[src/rtl/serial_pkg.sv]
// Shared constants for the serial_port UART console: register map, STATUS bit
// positions and the FSM state encoding used by both the TX and RX engines.
package serial_pkg;

    localparam logic ADDR_DATA   = 1'b0;
    localparam logic ADDR_STATUS = 1'b1;

    localparam int STAT_RX_AVAIL  = 0;
    localparam int STAT_TX_FULL   = 1;
    localparam int STAT_TX_IDLE   = 2;
    localparam int STAT_OVERRUN   = 3;
    localparam int STAT_FRAME_ERR = 4;
    localparam int STAT_LOOPBACK  = 15;

    typedef enum logic [1:0] {
        IDLE  = 2'd0,
        START = 2'd1,
        DATA  = 2'd2,
        STOP  = 2'd3
    } uart_state_t;

endpackage

[src/rtl/sync_fifo.sv]
// Show-ahead FIFO: the head entry is visible combinationally on o_dout.
// A push while full is still accepted when a pop happens on the same edge.
module sync_fifo #(
    parameter int WIDTH = 8,
    parameter int DEPTH = 8
) (
    input  logic             clk,
    input  logic             reset,
    input  logic             i_push,
    input  logic [WIDTH-1:0] i_din,
    input  logic             i_pop,
    output logic [WIDTH-1:0] o_dout,
    output logic             o_empty,
    output logic             o_full
);

    localparam int AW = $clog2(DEPTH);

    logic [WIDTH-1:0] r_mem [DEPTH];
    logic [AW:0]      r_wr_ptr;
    logic [AW:0]      r_rd_ptr;
    logic             w_push_ok;
    logic             w_pop_ok;

    // Extra pointer MSB distinguishes full from empty when the low bits match.
    assign o_empty   = (r_wr_ptr == r_rd_ptr);
    assign o_full    = (r_wr_ptr[AW] != r_rd_ptr[AW]) &&
                       (r_wr_ptr[AW-1:0] == r_rd_ptr[AW-1:0]);
    assign w_pop_ok  = i_pop && !o_empty;
    assign w_push_ok = i_push && (!o_full || w_pop_ok);
    assign o_dout    = r_mem[r_rd_ptr[AW-1:0]];

    always_ff @(posedge clk) begin
        if (w_push_ok) begin
            r_mem[r_wr_ptr[AW-1:0]] <= i_din;
        end
    end

    always_ff @(posedge clk or posedge reset) begin
        if (reset) begin
            r_wr_ptr <= '0;
            r_rd_ptr <= '0;
        end else begin
            if (w_push_ok) r_wr_ptr <= r_wr_ptr + 1'b1;
            if (w_pop_ok)  r_rd_ptr <= r_rd_ptr + 1'b1;
        end
    end

endmodule

[src/rtl/serial_port.sv]
// Bus-attached 8N1 UART console with TX/RX FIFOs and a polled STATUS word.
// Define SERIAL_LOOPBACK_EN to feed txd back into the receiver internally.
module serial_port
    import serial_pkg::*;
#(
    parameter int CLK_DIV  = 16,
    parameter int TX_DEPTH = 8,
    parameter int RX_DEPTH = 8
) (
    input  logic        clk,
    input  logic        reset,
    input  logic        addr,
    input  logic [15:0] bus_in,
    input  logic        DI,
    input  logic        DO,
    output logic [15:0] bus_out,
    input  logic        rxd,
    output logic        txd
);

    localparam int            CW       = $clog2(CLK_DIV);
    localparam logic [CW-1:0] BIT_END  = CW'(CLK_DIV - 1);
    localparam logic [CW-1:0] HALF_END = CW'(CLK_DIV / 2 - 1);

    logic        w_tx_push, w_tx_pop, w_tx_empty, w_tx_full, w_tx_bit_end, w_tx_idle;
    logic [7:0]  w_tx_head;
    logic        w_rx_push, w_rx_pop, w_rx_empty, w_rx_full, w_rx_in, w_rx_stop_sample;
    logic [7:0]  w_rx_head;
    logic        w_status_rd;
    logic [15:0] w_status;
    logic        w_unused;

    uart_state_t r_tx_state;
    logic [CW-1:0] r_tx_cnt;
    logic [2:0]  r_tx_bit;
    logic [7:0]  r_tx_shift;
    logic        r_txd;

    uart_state_t r_rx_state;
    logic [CW-1:0] r_rx_cnt;
    logic [2:0]  r_rx_bit;
    logic [7:0]  r_rx_shift;
    logic        r_rx_s1, r_rx_s2, r_rx_s3;
    logic        r_overrun, r_frame_err;

    assign w_unused = ^{bus_in[15:8], rxd};

    assign w_tx_push   = DI && (addr == ADDR_DATA);
    assign w_rx_pop    = DO && (addr == ADDR_DATA) && !w_rx_empty;
    assign w_status_rd = DO && (addr == ADDR_STATUS);

    sync_fifo #(.WIDTH(8), .DEPTH(TX_DEPTH)) u_tx_fifo (
        .clk     (clk),
        .reset   (reset),
        .i_push  (w_tx_push),
        .i_din   (bus_in[7:0]),
        .i_pop   (w_tx_pop),
        .o_dout  (w_tx_head),
        .o_empty (w_tx_empty),
        .o_full  (w_tx_full)
    );

    sync_fifo #(.WIDTH(8), .DEPTH(RX_DEPTH)) u_rx_fifo (
        .clk     (clk),
        .reset   (reset),
        .i_push  (w_rx_push),
        .i_din   (r_rx_shift),
        .i_pop   (w_rx_pop),
        .o_dout  (w_rx_head),
        .o_empty (w_rx_empty),
        .o_full  (w_rx_full)
    );

    // Popping at the end of STOP chains frames without an idle bit in between.
    assign w_tx_bit_end = (r_tx_cnt == BIT_END);
    assign w_tx_pop     = !w_tx_empty &&
                          ((r_tx_state == IDLE) || ((r_tx_state == STOP) && w_tx_bit_end));
    assign w_tx_idle    = (r_tx_state == IDLE) && w_tx_empty;
    assign txd          = r_txd;

    always_ff @(posedge clk or posedge reset) begin
        if (reset) begin
            r_tx_state <= IDLE;
            r_tx_cnt   <= '0;
            r_tx_bit   <= '0;
            r_tx_shift <= '0;
            r_txd      <= 1'b1;
        end else begin
            case (r_tx_state)
                IDLE: begin
                    if (w_tx_pop) begin
                        r_tx_shift <= w_tx_head;
                        r_tx_cnt   <= '0;
                        r_txd      <= 1'b0;
                        r_tx_state <= START;
                    end
                end
                START: begin
                    if (w_tx_bit_end) begin
                        r_tx_cnt   <= '0;
                        r_tx_bit   <= '0;
                        r_txd      <= r_tx_shift[0];
                        r_tx_state <= DATA;
                    end else begin
                        r_tx_cnt <= r_tx_cnt + 1'b1;
                    end
                end
                DATA: begin
                    if (w_tx_bit_end) begin
                        r_tx_cnt <= '0;
                        if (r_tx_bit == 3'd7) begin
                            r_txd      <= 1'b1;
                            r_tx_state <= STOP;
                        end else begin
                            r_tx_bit   <= r_tx_bit + 1'b1;
                            r_tx_shift <= {1'b0, r_tx_shift[7:1]};
                            r_txd      <= r_tx_shift[1];
                        end
                    end else begin
                        r_tx_cnt <= r_tx_cnt + 1'b1;
                    end
                end
                STOP: begin
                    if (w_tx_bit_end) begin
                        r_tx_cnt <= '0;
                        if (w_tx_pop) begin
                            r_tx_shift <= w_tx_head;
                            r_txd      <= 1'b0;
                            r_tx_state <= START;
                        end else begin
                            r_tx_state <= IDLE;
                        end
                    end else begin
                        r_tx_cnt <= r_tx_cnt + 1'b1;
                    end
                end
                default: r_tx_state <= IDLE;
            endcase
        end
    end

`ifdef SERIAL_LOOPBACK_EN
    assign w_rx_in = r_txd;
`else
    assign w_rx_in = rxd;
`endif

    assign w_rx_stop_sample = (r_rx_state == STOP) && (r_rx_cnt == BIT_END);
    assign w_rx_push        = w_rx_stop_sample && r_rx_s2;

    // r_rx_s3 only holds the previous synchronised level for falling-edge detection.
    always_ff @(posedge clk or posedge reset) begin
        if (reset) begin
            r_rx_s1    <= 1'b1;
            r_rx_s2    <= 1'b1;
            r_rx_s3    <= 1'b1;
            r_rx_state <= IDLE;
            r_rx_cnt   <= '0;
            r_rx_bit   <= '0;
            r_rx_shift <= '0;
        end else begin
            r_rx_s1 <= w_rx_in;
            r_rx_s2 <= r_rx_s1;
            r_rx_s3 <= r_rx_s2;
            case (r_rx_state)
                IDLE: begin
                    if (!r_rx_s2 && r_rx_s3) begin
                        r_rx_cnt   <= '0;
                        r_rx_state <= START;
                    end
                end
                START: begin
                    if (r_rx_cnt == HALF_END) begin
                        r_rx_cnt   <= '0;
                        r_rx_bit   <= '0;
                        r_rx_state <= r_rx_s2 ? IDLE : DATA;
                    end else begin
                        r_rx_cnt <= r_rx_cnt + 1'b1;
                    end
                end
                DATA: begin
                    if (r_rx_cnt == BIT_END) begin
                        r_rx_cnt   <= '0;
                        r_rx_shift <= {r_rx_s2, r_rx_shift[7:1]};
                        if (r_rx_bit == 3'd7) r_rx_state <= STOP;
                        else                  r_rx_bit   <= r_rx_bit + 1'b1;
                    end else begin
                        r_rx_cnt <= r_rx_cnt + 1'b1;
                    end
                end
                STOP: begin
                    if (r_rx_cnt == BIT_END) begin
                        r_rx_cnt   <= '0;
                        r_rx_state <= IDLE;
                    end else begin
                        r_rx_cnt <= r_rx_cnt + 1'b1;
                    end
                end
                default: r_rx_state <= IDLE;
            endcase
        end
    end

    // A new error on the same edge as a STATUS read takes priority over the clear.
    always_ff @(posedge clk or posedge reset) begin
        if (reset) begin
            r_overrun   <= 1'b0;
            r_frame_err <= 1'b0;
        end else begin
            if (w_rx_push && w_rx_full && !w_rx_pop) r_overrun <= 1'b1;
            else if (w_status_rd)                     r_overrun <= 1'b0;
            if (w_rx_stop_sample && !r_rx_s2) r_frame_err <= 1'b1;
            else if (w_status_rd)              r_frame_err <= 1'b0;
        end
    end

    always_comb begin
        w_status                 = '0;
        w_status[STAT_RX_AVAIL]  = !w_rx_empty;
        w_status[STAT_TX_FULL]   = w_tx_full;
        w_status[STAT_TX_IDLE]   = w_tx_idle;
        w_status[STAT_OVERRUN]   = r_overrun;
        w_status[STAT_FRAME_ERR] = r_frame_err;
`ifdef SERIAL_LOOPBACK_EN
        w_status[STAT_LOOPBACK]  = 1'b1;
`endif
    end

    always_comb begin
        bus_out = 16'h0000;
        if (DO) begin
            if (addr == ADDR_STATUS)  bus_out = w_status;
            else if (!w_rx_empty)     bus_out = {8'h00, w_rx_head};
        end
    end

endmodule

[config.mk]
export PLATFORM = sky130hd
export DESIGN_NAME = serial_port
export DESIGN_NICKNAME = d
export VERILOG_FILES = /design/src/rtl/serial_pkg.sv /design/src/rtl/sync_fifo.sv /design/src/rtl/serial_port.sv
export SDC_FILE = /design/constraint.sdc
export NUM_CORES = 1
export LEC_CHECK = 0
export ABC_AREA = 0
export BUFFER_PORTS_ARGS = -buffer_cell sky130_fd_sc_hd__buf_2
export CAP_MARGIN = 5
export CORE_ASPECT_RATIO = 0.6
export CORE_MARGIN = 4
export CORE_UTILIZATION = 45
export CTS_CLUSTER_SIZE = 16
export DETAILED_ROUTE_END_ITERATION = 8
export PLACE_DENSITY = 0.62
export SYNTH_ARGS = -nofsm -noshare
export SYNTH_HDL_FRONTEND = slang
export SYNTH_SLANG_ARGS = --single-unit
[constraint.sdc]
create_clock -name clk -period 3.09 [get_ports clk]
set_input_delay 0 -clock clk [delete_from_list [all_inputs] [get_ports clk]]
set_output_delay 0 -clock clk [all_outputs]
set_load 0.02 [all_outputs]
* After elaboration in Yosys (flattened, before gate mapping)
Memory sizes are Yosys's and may differ from the RTL's.
Index checks and enable logic that the tools add are counted.
** Cells by class
- $add $sub $neg :: 8
- Multiply operators :: 0
- Divide/modulo/power cells :: 0
- $lt $le $gt $ge :: 0
- Equality and inequality tests :: 29
- Shift-type cells :: 0
- Muxes and demuxes :: 50
- Bitwise gates (word level) :: 1
- Reductions and logical operators :: 44
** Operator list (number)
- $mux W8 :: 7
- $add A4 B1 Y4 const B :: 6
- $pmux W8 S3 :: 1
- $mux W2 :: 11
- $mux W4 :: 5
- $ne A2 B2 Y1 const B :: 10
- $logic_and A1 B1 Y1 :: 19
- $mux W3 :: 6
- $pmux W2 S4 :: 2
- $mux W1 :: 13
- $pmux W3 S2 :: 2
- $pmux W4 S3 :: 1
- $reduce_and A4 Y1 :: 3
- $reduce_and A5 Y1 :: 2
- $eq A2 B2 Y1 const B :: 4
- $eq A4 B4 Y1 :: 2
- $eq A4 B4 Y1 const B :: 2
- $pmux W4 S2 :: 1
- $reduce_bool A2 Y1 :: 4
- $add A3 B1 Y3 const B :: 2
- $eq A3 B3 Y1 :: 2
- $eq A3 B3 Y1 const B :: 2
- $logic_not A1 Y1 :: 6
- $eq A2 B1 Y1 const B :: 2
- 12 further kinds :: 17
** Storage, ports and cells
- Bits in registers :: 56
- Latch bits :: 0
- RAM bits :: 128
- Bits in read-only memories :: 0
- Bits of input ports :: 22
- Output and inout port bits :: 17
- Memories :: 2
** Memory list
- u_rx_fifo.r_mem :: depth 8, width 8, rd ports 1, clocked after Yosys merged registers in 0, write ports 1, RTL line sync_fifo.sv:19 : logic [WIDTH-1:0] r_mem [DEPTH];
- u_tx_fifo.r_mem :: depth 8, width 8, rd ports 1, clocked after Yosys merged registers in 0, write ports 1, RTL line sync_fifo.sv:19

* Depth between registers and ports, before layout
Gate-level depths: netlist (run 1).
- Depth in word-level cells :: 9
- Mapped depth :: 8

* Hierarchy
A second synthesis (run 1) with hierarchy kept.
** Unflattened totals
- Cell total of the unflattened synthesis :: 538
- Area, all modules :: 8465.6 sq um
** By module, submodules not included
- sync_fifo (u_rx_fifo) :: instances 1, cells each 151, area each 3095.5 sq um, seq. area each 2122.0 sq um
- sync_fifo (u_tx_fifo) :: instances 1, cells each 151, area each 3094.2 sq um, seq. area each 2122.0 sq um
- serial_port :: instances 1, cells each 236, area each 2275.9 sq um, seq. area each 1006.0 sq um

* Least setup slack after synthesis (run 1)
Ideal clock, no wire load.
- Path kind :: reg2reg
- Start :: register r_tx_state[0]
- End :: memory u_tx_fifo.r_mem[4][0], enable pin
- Arrival time :: 2.275 ns
- Data required time :: 2.692 ns
- Setup slack :: 0.417 ns
- Stages on the path, launching flop included :: 7
- Cell sequence :: dfrtp_1 > inv_1 > ha_1 > buf_1 > a41o_1 > o21ai_4 > nor4b_1
** Between the ends
- Word-level cells in the longest chain between the ends :: 9
** RTL lines
- start, declared :: RTL line serial_port.sv:33 : uart_state_t r_tx_state;
- start signal, assigned :: RTL line serial_port.sv:83 : r_tx_state <= IDLE;
- start signal, assigned :: RTL line serial_port.sv:95 : r_tx_state <= START;
- start signal, assigned :: RTL line serial_port.sv:103 : r_tx_state <= DATA;
- $eq A2 B2 Y1 :: RTL line serial_port.sv:77 : ((r_tx_state == IDLE) || ((r_tx_state == STOP) && w_tx_bit_end));
- $logic_and A1 B1 Y1 :: RTL line serial_port.sv:77
- $logic_or A1 B1 Y1 * :: RTL line serial_port.sv:77
- $logic_and A1 B1 Y1 * :: RTL line serial_port.sv:76 : assign w_tx_pop = !w_tx_empty &&
- $logic_and A1 B1 Y1 * :: RTL line sync_fifo.sv:29 : assign w_pop_ok = i_pop && !o_empty;
- $logic_or A1 B1 Y1 * :: RTL line sync_fifo.sv:30 : assign w_push_ok = i_push && (!o_full || w_pop_ok);
- $logic_and A1 B1 Y1 * :: RTL line sync_fifo.sv:30
- $mux W1 * :: RTL line sync_fifo.sv:34 : if (w_push_ok) begin
- $mux W1 (implied by the code) * :: RTL line sync_fifo.sv:35 : r_mem[r_wr_ptr[AW-1:0]] <= i_din;
- end, declared :: RTL line sync_fifo.sv:19
Mark *: on every way between the ends. The rest lies on a longest branch, timed or not.

* Final worst setup path (run 1)
- Start :: register r_tx_state[0]
- End :: memory u_tx_fifo.r_mem[2][4], enable pin
The elaborated chain is that of the path after synthesis.

==> results of run 1 <==
==> logic make-up (layout without fill, tap and decap cells) <==
family / Yosys count / count (layout) / synth area share (%)
xor gates and xnor gates: 24 / 24 / 2.782
adders and majority gates: 16 / 16 / 2.473
DFF: 184 / 184 / 64.85
and+or+nand+nor: 99 / 99 / 6.569
AOI/OAI and AO/OA: 80 / 80 / 7.512
buffers and inverters: 43 / 100 / 2.875
muxes: 61 / 61 / 12.89
other: 1 / 8 / 0.04632
==> layout make-up <==
type	count	area, µm²	share of cell area [%]
well taps	234	292.8	3.149
repair buffers	60	425.4	4.575
inverters	8	30.03	0.3229
clock inverters	15	197.7	2.126
flip-flops and latches	184	5250	56.46
multi-input cells	288	2678	28.79
clock buffers	17	425.4	4.575
==> timing repair <==
action,in CTS,in global routing
hold endpoints to repair,107,0
hold buffers,12,0
setup endpoints to repair,0,0
==> power groups by stage <==
stage	combinational, mW	clock, mW	sequential (mW)
CTS	2.56	2.24	3.26
detailed placement	2.53	0	3.30
global placement	2.46	0	3.28
global route	2.78	2.34	3.31
finish	2.54	2.19	3.27
floorplan	2.11	0	3.13
==> routing by layer <==
metal | global-route usage, % | vias to the layer above | routed length, µm
met5 | 0 | - | 0
met4 | 5.347 | 0 | 137
met3 | 3.395 | 9 | 717
met2 | 24.13 | 89 | 7274
met1 | 25.79 | 2282 | 8023
li1 | - | 2064 | -
==> worst min-delay path by stage <==
stage                  endpoint  cells past startpoint  start  slack, ns
floorplan               r_rx_s1                      0    rxd      0.004
global placement        r_rx_s1                      1    rxd       0.11
detailed placement      r_rx_s1                      1    rxd       0.11
CTS                 r_frame_err                      4   addr       0.05
global route        r_frame_err                      4   addr       0.10
finish              r_frame_err                      4   addr       0.06
==> sequential cells by signal, summed over array words and instances, names as in the netlist, 2 cells and up, named ones only <==
signal and count:
r_rx_shift 8, u_tx_fifo.r_wr_ptr 4, r_rx_cnt 4, u_tx_fifo.r_mem 64
r_tx_bit 3, r_tx_state 2, r_rx_bit 3, u_rx_fifo.r_wr_ptr 4
u_rx_fifo.r_rd_ptr 4, u_rx_fifo.r_mem 64, r_tx_cnt 4, u_tx_fifo.r_rd_ptr 4
r_tx_shift 8
==> stage by stage <==
stage | cells | cell area [µm²] | utilization, %
2_1_floorplan | 515 | 8122 | -
3_3_place_gp | 762 | 8556 | 49.15
3_5_place_dp | 762 | 8556 | 49.15
4_1_cts | 806 | 9299 | 53.42
5_1_grt | 806 | 9299 | 53.42
6_report | 806 | 9299 | 53.42
==> critical path, delay by kind of cell (launching register included) <==
kind            cells  cell delay (ns)
simple gates        1             0.89
flops               1             0.42
compound gates      2             0.40
fa+ha+maj           1             0.35
buf+inv             1             0.17
==> cell usage in the layout (no fill, tap or decap), drive strengths merged, types with 9 or more instances in the layout <==
cell type / n
xor2: 12
ha: 16
mux2: 20
nand2b: 10
edfxtp: 128
o31ai: 9
mux2i: 9
dfrtp: 52
nand2: 25
nand3: 9
nor2: 19
clkbuf: 17
buf: 48
inv: 14
xnor2: 12
o21ai: 16
a22o: 9
mux4: 32
dlygate4sd3: 12
==> qor.txt, run 1 <==
Worst path max stage delay: 0.89 ns
synth unique cells: 58
via count: 4444
P_sw: 2.752 mW
Pwr per Cell Area: 859.0 nW/µm²
Fillers: 1390
Least-Margin Pin Slew: 1.075 ns
post-DP HPWL: 10.52 mm
Yosys top cell by area: edfxtp_1
WP data required: 3.14 ns
drt via density: 5.514
status: finished clean
Initial Util: 46.51%
fin crit share: 84.60%
max-slew violations: 0
share of cells above drive strength 1: 26.92%
sequential element share of the synthesized area: 64.85%
IO Port Bufs: 22
setup bufs post-CTS: 0
Sink Count: 184
CTS Buf Count: 17
internal power: 5.236 mW
nets: 597
row count: 37
Initial DRC Count: 412
Top FF cell, synth: edfxtp_1
critical path startpoint category: register
# IOs: 39
fin crit period: 2.614 ns
Reg2Reg Depth: 5
CTS max path bufs: 2
WHS: 0.05526 ns
Leak: 3.487 nW
WL/cell: 20.04 µm
Synth Cell Area: 8095 µm²
maximum VDD drop: 0.5324 mV
RD Place Congestion: 0.8285
number of global-route vias before repair: 4542
sequential fraction of design power: 40.9%
critical path class: reg -> reg
# setup viols final: 0
n_diodes: 0
synth cell count leaders: 128 x edfxtp_1, 52 x dfrtp_1, 32 x mux4_2
global-route wire length before repair: 26.04 mm
die area: 20270 µm²
syn_area_per_cell: 15.94 µm²
count leader, synth: edfxtp_1
clock share of power: 27.4%
yosys synthesis warning count: 0
Slowest-stage cell, CP: nor4b_2
final hold vios: 0
Die H: 111.9 µm
PnR Total Power: 7.988 mW
DRC violation count after routing: 0
top cell type's share of synthesized area: 47.48%
Cell Chain, Critical Path: inv_1 -> ha_1 -> a41o_1 -> o21ai_4 -> nor4b_2
unrepaired setup endpoints after global routing: no
Clock Latency Late Sink: 0.43 ns
aggregate global routing overflow: 0
CP endpoint: u_tx_fifo.r_mem[2][4]
FMAX: 382.5 MHz
antenna viol nets, final: 0
setup_tns: 0 ns
core area: 17410 µm²
Area Growth Syn to Fin: 14.87%
r2r setup slk: 0.48 ns
Rel. slew slack: 28.31%
Reg2Reg Launch Point: r_tx_state[0]
Synth area leaders: edfxtp_1 47%, dfrtp_1 16%, mux4_2 8.9%, mux2_2 2.5%, ha_1 2.5%
final wirelength: 16.15 mm
crit path capture type: register
initial antenna violation count: 0
H-tree levels: 4
largest net degree at the start of global routing: 46
Hold Crit Class: in -> reg
reg-to-reg endpoint: u_tx_fifo.r_mem[2][4]
MaxCap Viol Count: 0
PostCTS Resize Cnt: 0
sw frac: 34.45%
Post-synth EDFFs: 128
Mapped Cells: 508
CP startpoint: r_tx_state[0]
Die X: 181.2 µm
setup slack after layout: 0.4759 ns
Worst EP arrival: 2.66 ns
DP Worst Slack: 0.4472 ns
Yosys reg bits: 184
Root Driver: clkbuf_16
critical path fanouts, max: 9
CTS tree: yes
Pre-Repair DR Iteration Count: 4
combinational share of power: 31.8%
clock-pin slew on the worst setup and hold paths: 0.07 ns
Tot GR Track Use: 16.79%
async set-reset flop share out of synthesis: 30.43%
clock skew: 0.01043 ns
Power figures use the tool's default switching activity.
==> inputs of run 2 (changes only) <==
==> constraint.sdc (replaced) <==
create_clock -name clk -period 2.6 [get_ports clk]
set_input_delay 0 -clock clk [delete_from_list [all_inputs] [get_ports clk]]
set_output_delay 0 -clock clk [all_outputs]
set_load 0.02 [all_outputs]
==> qor.txt, run 2 (synthesis results as in run 1) <==
setup bufs post-CTS: 0 (unchanged)
met1 wire length: 8.038 mm (+0.19%)
Die X: 181.2 µm (unchanged)
met2 routed WL: 7.032 mm (-3.3%)
core area: 17410 µm² (unchanged)
area of the multi-input gates: 2678 µm² (unchanged)
Initial DRC Count: 533 (+29%)
Clock Latency Late Sink: 0.43 ns (about the same)
number of global-route vias before repair: 4593 (+1.1%)
row count: 37 (unchanged)
Die H: 111.9 µm (unchanged)
crit path capture type: output pin
Root Driver: clkbuf_16
Max Used Layer: met4
Worst EP arrival: 2.35 ns (-0.31 ns)
Least-Margin Pin Slew: 0.9298 ns (-0.1456 ns)
RD Place Congestion: 0.7865 (-5.1%)
IO Port Bufs: 22 (unchanged)
Met3 Routed Length: 752 µm (+4.9%)
Rel. slew slack: 37.34% (+9.0 points)
Sink Count: 184 (unchanged)
WHS: 0.07969 ns (+0.02443 ns)
Leak: 3.557 nW (+2.0%)
fin crit share: 90.47%
unrepaired setup endpoints after global routing: no
initial antenna violation count: 0 (unchanged)
critical path class: reg -> out
Area Growth Syn to Fin: 16.09%
share of cells above drive strength 1: 28.55% (+1.6 points)
MaxCap Viol Count: 0 (unchanged)
clock-pin slew on the worst setup and hold paths: 0.07 ns (about the same)
via count: 4547 (+2.3%)
Tot GR Track Use: 16.64% (-0.15 points)
hold path depth: 4 (unchanged)
WL/cell: 19.52 µm (-2.6%)
FMAX: 425.1 MHz
Slowest-stage cell, CP: dfrtp_1
CTS tree: yes
DRC violation count after routing: 0 (unchanged)
H-tree levels: 4 (unchanged)
# setup viols final: 0 (unchanged)
worst hold path startpoint: addr
aggregate global routing overflow: 0 (unchanged)
antenna viol nets, final: 0 (unchanged)
drt via density: 5.552 (+0.69%)
largest net degree at the start of global routing: 37 (-20%)
Placement Cell Area: 8653 µm² (+1.1%)
clock skew: 0.01384 ns (+0.003405 ns)
critical path startpoint category: register
final wirelength: 15.99 mm (-1.0%)
Reg2Reg Launch Point: r_tx_state[1]
Hold Crit Class: in -> reg
nets: 610 (+2.2%)
reg-to-reg endpoint: r_tx_shift[2]
WP data required: 2.60 ns (-0.54 ns)
post-DP HPWL: 10.98 mm (+4.3%)
max-slew violations: 0 (unchanged)
fin util: 53.99% (+0.57 points)
CTS Buf Count: 17 (unchanged)
PnR Total Power: 9.627 mW (+21%)
CTS max path bufs: 2 (unchanged)
commonest non-fill, non-tap cell in the layout: edfxtp_1
register area: 5250 µm² (unchanged)
Cell Chain, Critical Path: xor2_1 -> buf_4 -> nor4_4 -> nand2_1 -> o22ai_1 -> buf_2
critical path fanouts, max: 10 (+1)
die area: 20270 µm² (unchanged)
fin crit period: 2.352 ns
final hold vios: 0 (unchanged)
Initial Util: 46.51% (unchanged)
n_diodes: 0 (unchanged)
Fillers: 1406 (+1.2%)
Reg2Reg Depth: 7 (+2)
# IOs: 39 (unchanged)
setup_tns: 0 ns (unchanged)
status: finished clean
final instance area: 9398 µm² (+1.1%)
Pwr per Cell Area: 1024 nW/µm² (+19%)
r2r setup slk: 0.29 ns (-0.19 ns)
Worst path max stage delay: 0.53 ns (-0.36 ns)
global-route wire length before repair: 25.81 mm (-0.88%)
Pre-Repair DR Iteration Count: 5 (+1)
maximum VDD drop: 0.5353 mV (+0.55%)
most frequent cells in the layout: 128 x edfxtp_1, 52 x dfrtp_1, 39 x buf_4
Worst Hold End: r_frame_err
==> run 2: cell types whose count changed in the layout (fill, tap and decap cells not counted), sizes merged <==
| cell | previous run | this run |
|---|---|---|
| buf | 48 | 61 |
| inv | 14 | 16 |
| bufinv | 0 | 1 |
| clkinv | 8 | 5 |
==> run 2: layout make-up <==
cell class / instances / share of cell area (%)
Timing Repair Buffer: 73 / 5.565
Clock buffer: 17 / 4.527
Clock inverter: 15 / 2.117
Sequential cell: 184 / 55.86
Inverter: 8 / 0.3195
Tap cell: 234 / 3.115
Multi-Input combinational cell: 288 / 28.49
==> run 2: timing repair <==
| action | CTS | global route |
|---|---|---|
| endpoints found under the hold margin | 97 | 0 |
| hold buffers | 12 | 0 |
| resized for setup | 0 | 0 |
==> run 2: through the flow <==
step / instances / setup WS [ns]
detailed placement: 775 / 0.3020
CTS: 819 / 0.2009
global placement: 775 / 0.4372
finish: 819 / 0.2478
floorplan: 515 / -0.04621
global route: 819 / 0.06147
==> run 2: worst max path at each step <==
stage | slack, ns | to | startpoint | depth (start not counted)
after floorplan | -0.05 | u_tx_fifo.r_mem[1][0] | r_tx_state[0] | 6
after global placement | 0.44 | r_tx_shift[7] | r_tx_state[0] | 6
after detailed placement | 0.30 | u_tx_fifo.r_mem[4][1] | r_tx_state[1] | 6
after CTS | 0.20 | bus_out[2] | u_tx_fifo.r_wr_ptr[2] | 6
after global routing | 0.06 | bus_out[2] | u_tx_fifo.r_wr_ptr[2] | 6
final | 0.25 | bus_out[2] | u_tx_fifo.r_wr_ptr[2] | 6
==> run 2: layer usage <==
layer / vias to the layer above / global-route usage, %
met4: 0 / 5.047
met3: 13 / 3.330
met5: - / 0
li1: 2097 / -
met2: 107 / 24.13
met1: 2330 / 25.53
==> run 2: where the power goes <==
part / internal, mW / switching [mW]
clock: 1.41 / 1.24
combinational: 1.47 / 1.71
sequential: 3.49 / 0.310
total: 6.37 / 3.26
==> run 2: worst max-delay path: cells and delay by family, from the launching register on <==
kind	cells	cell delay, ns
flip-flops	1	0.53
AND/OR/NAND/NOR	2	0.53
buffers and inverters	2	0.38
AO/OA/AOI/OAI	1	0.25
XOR/XNOR	1	0.24
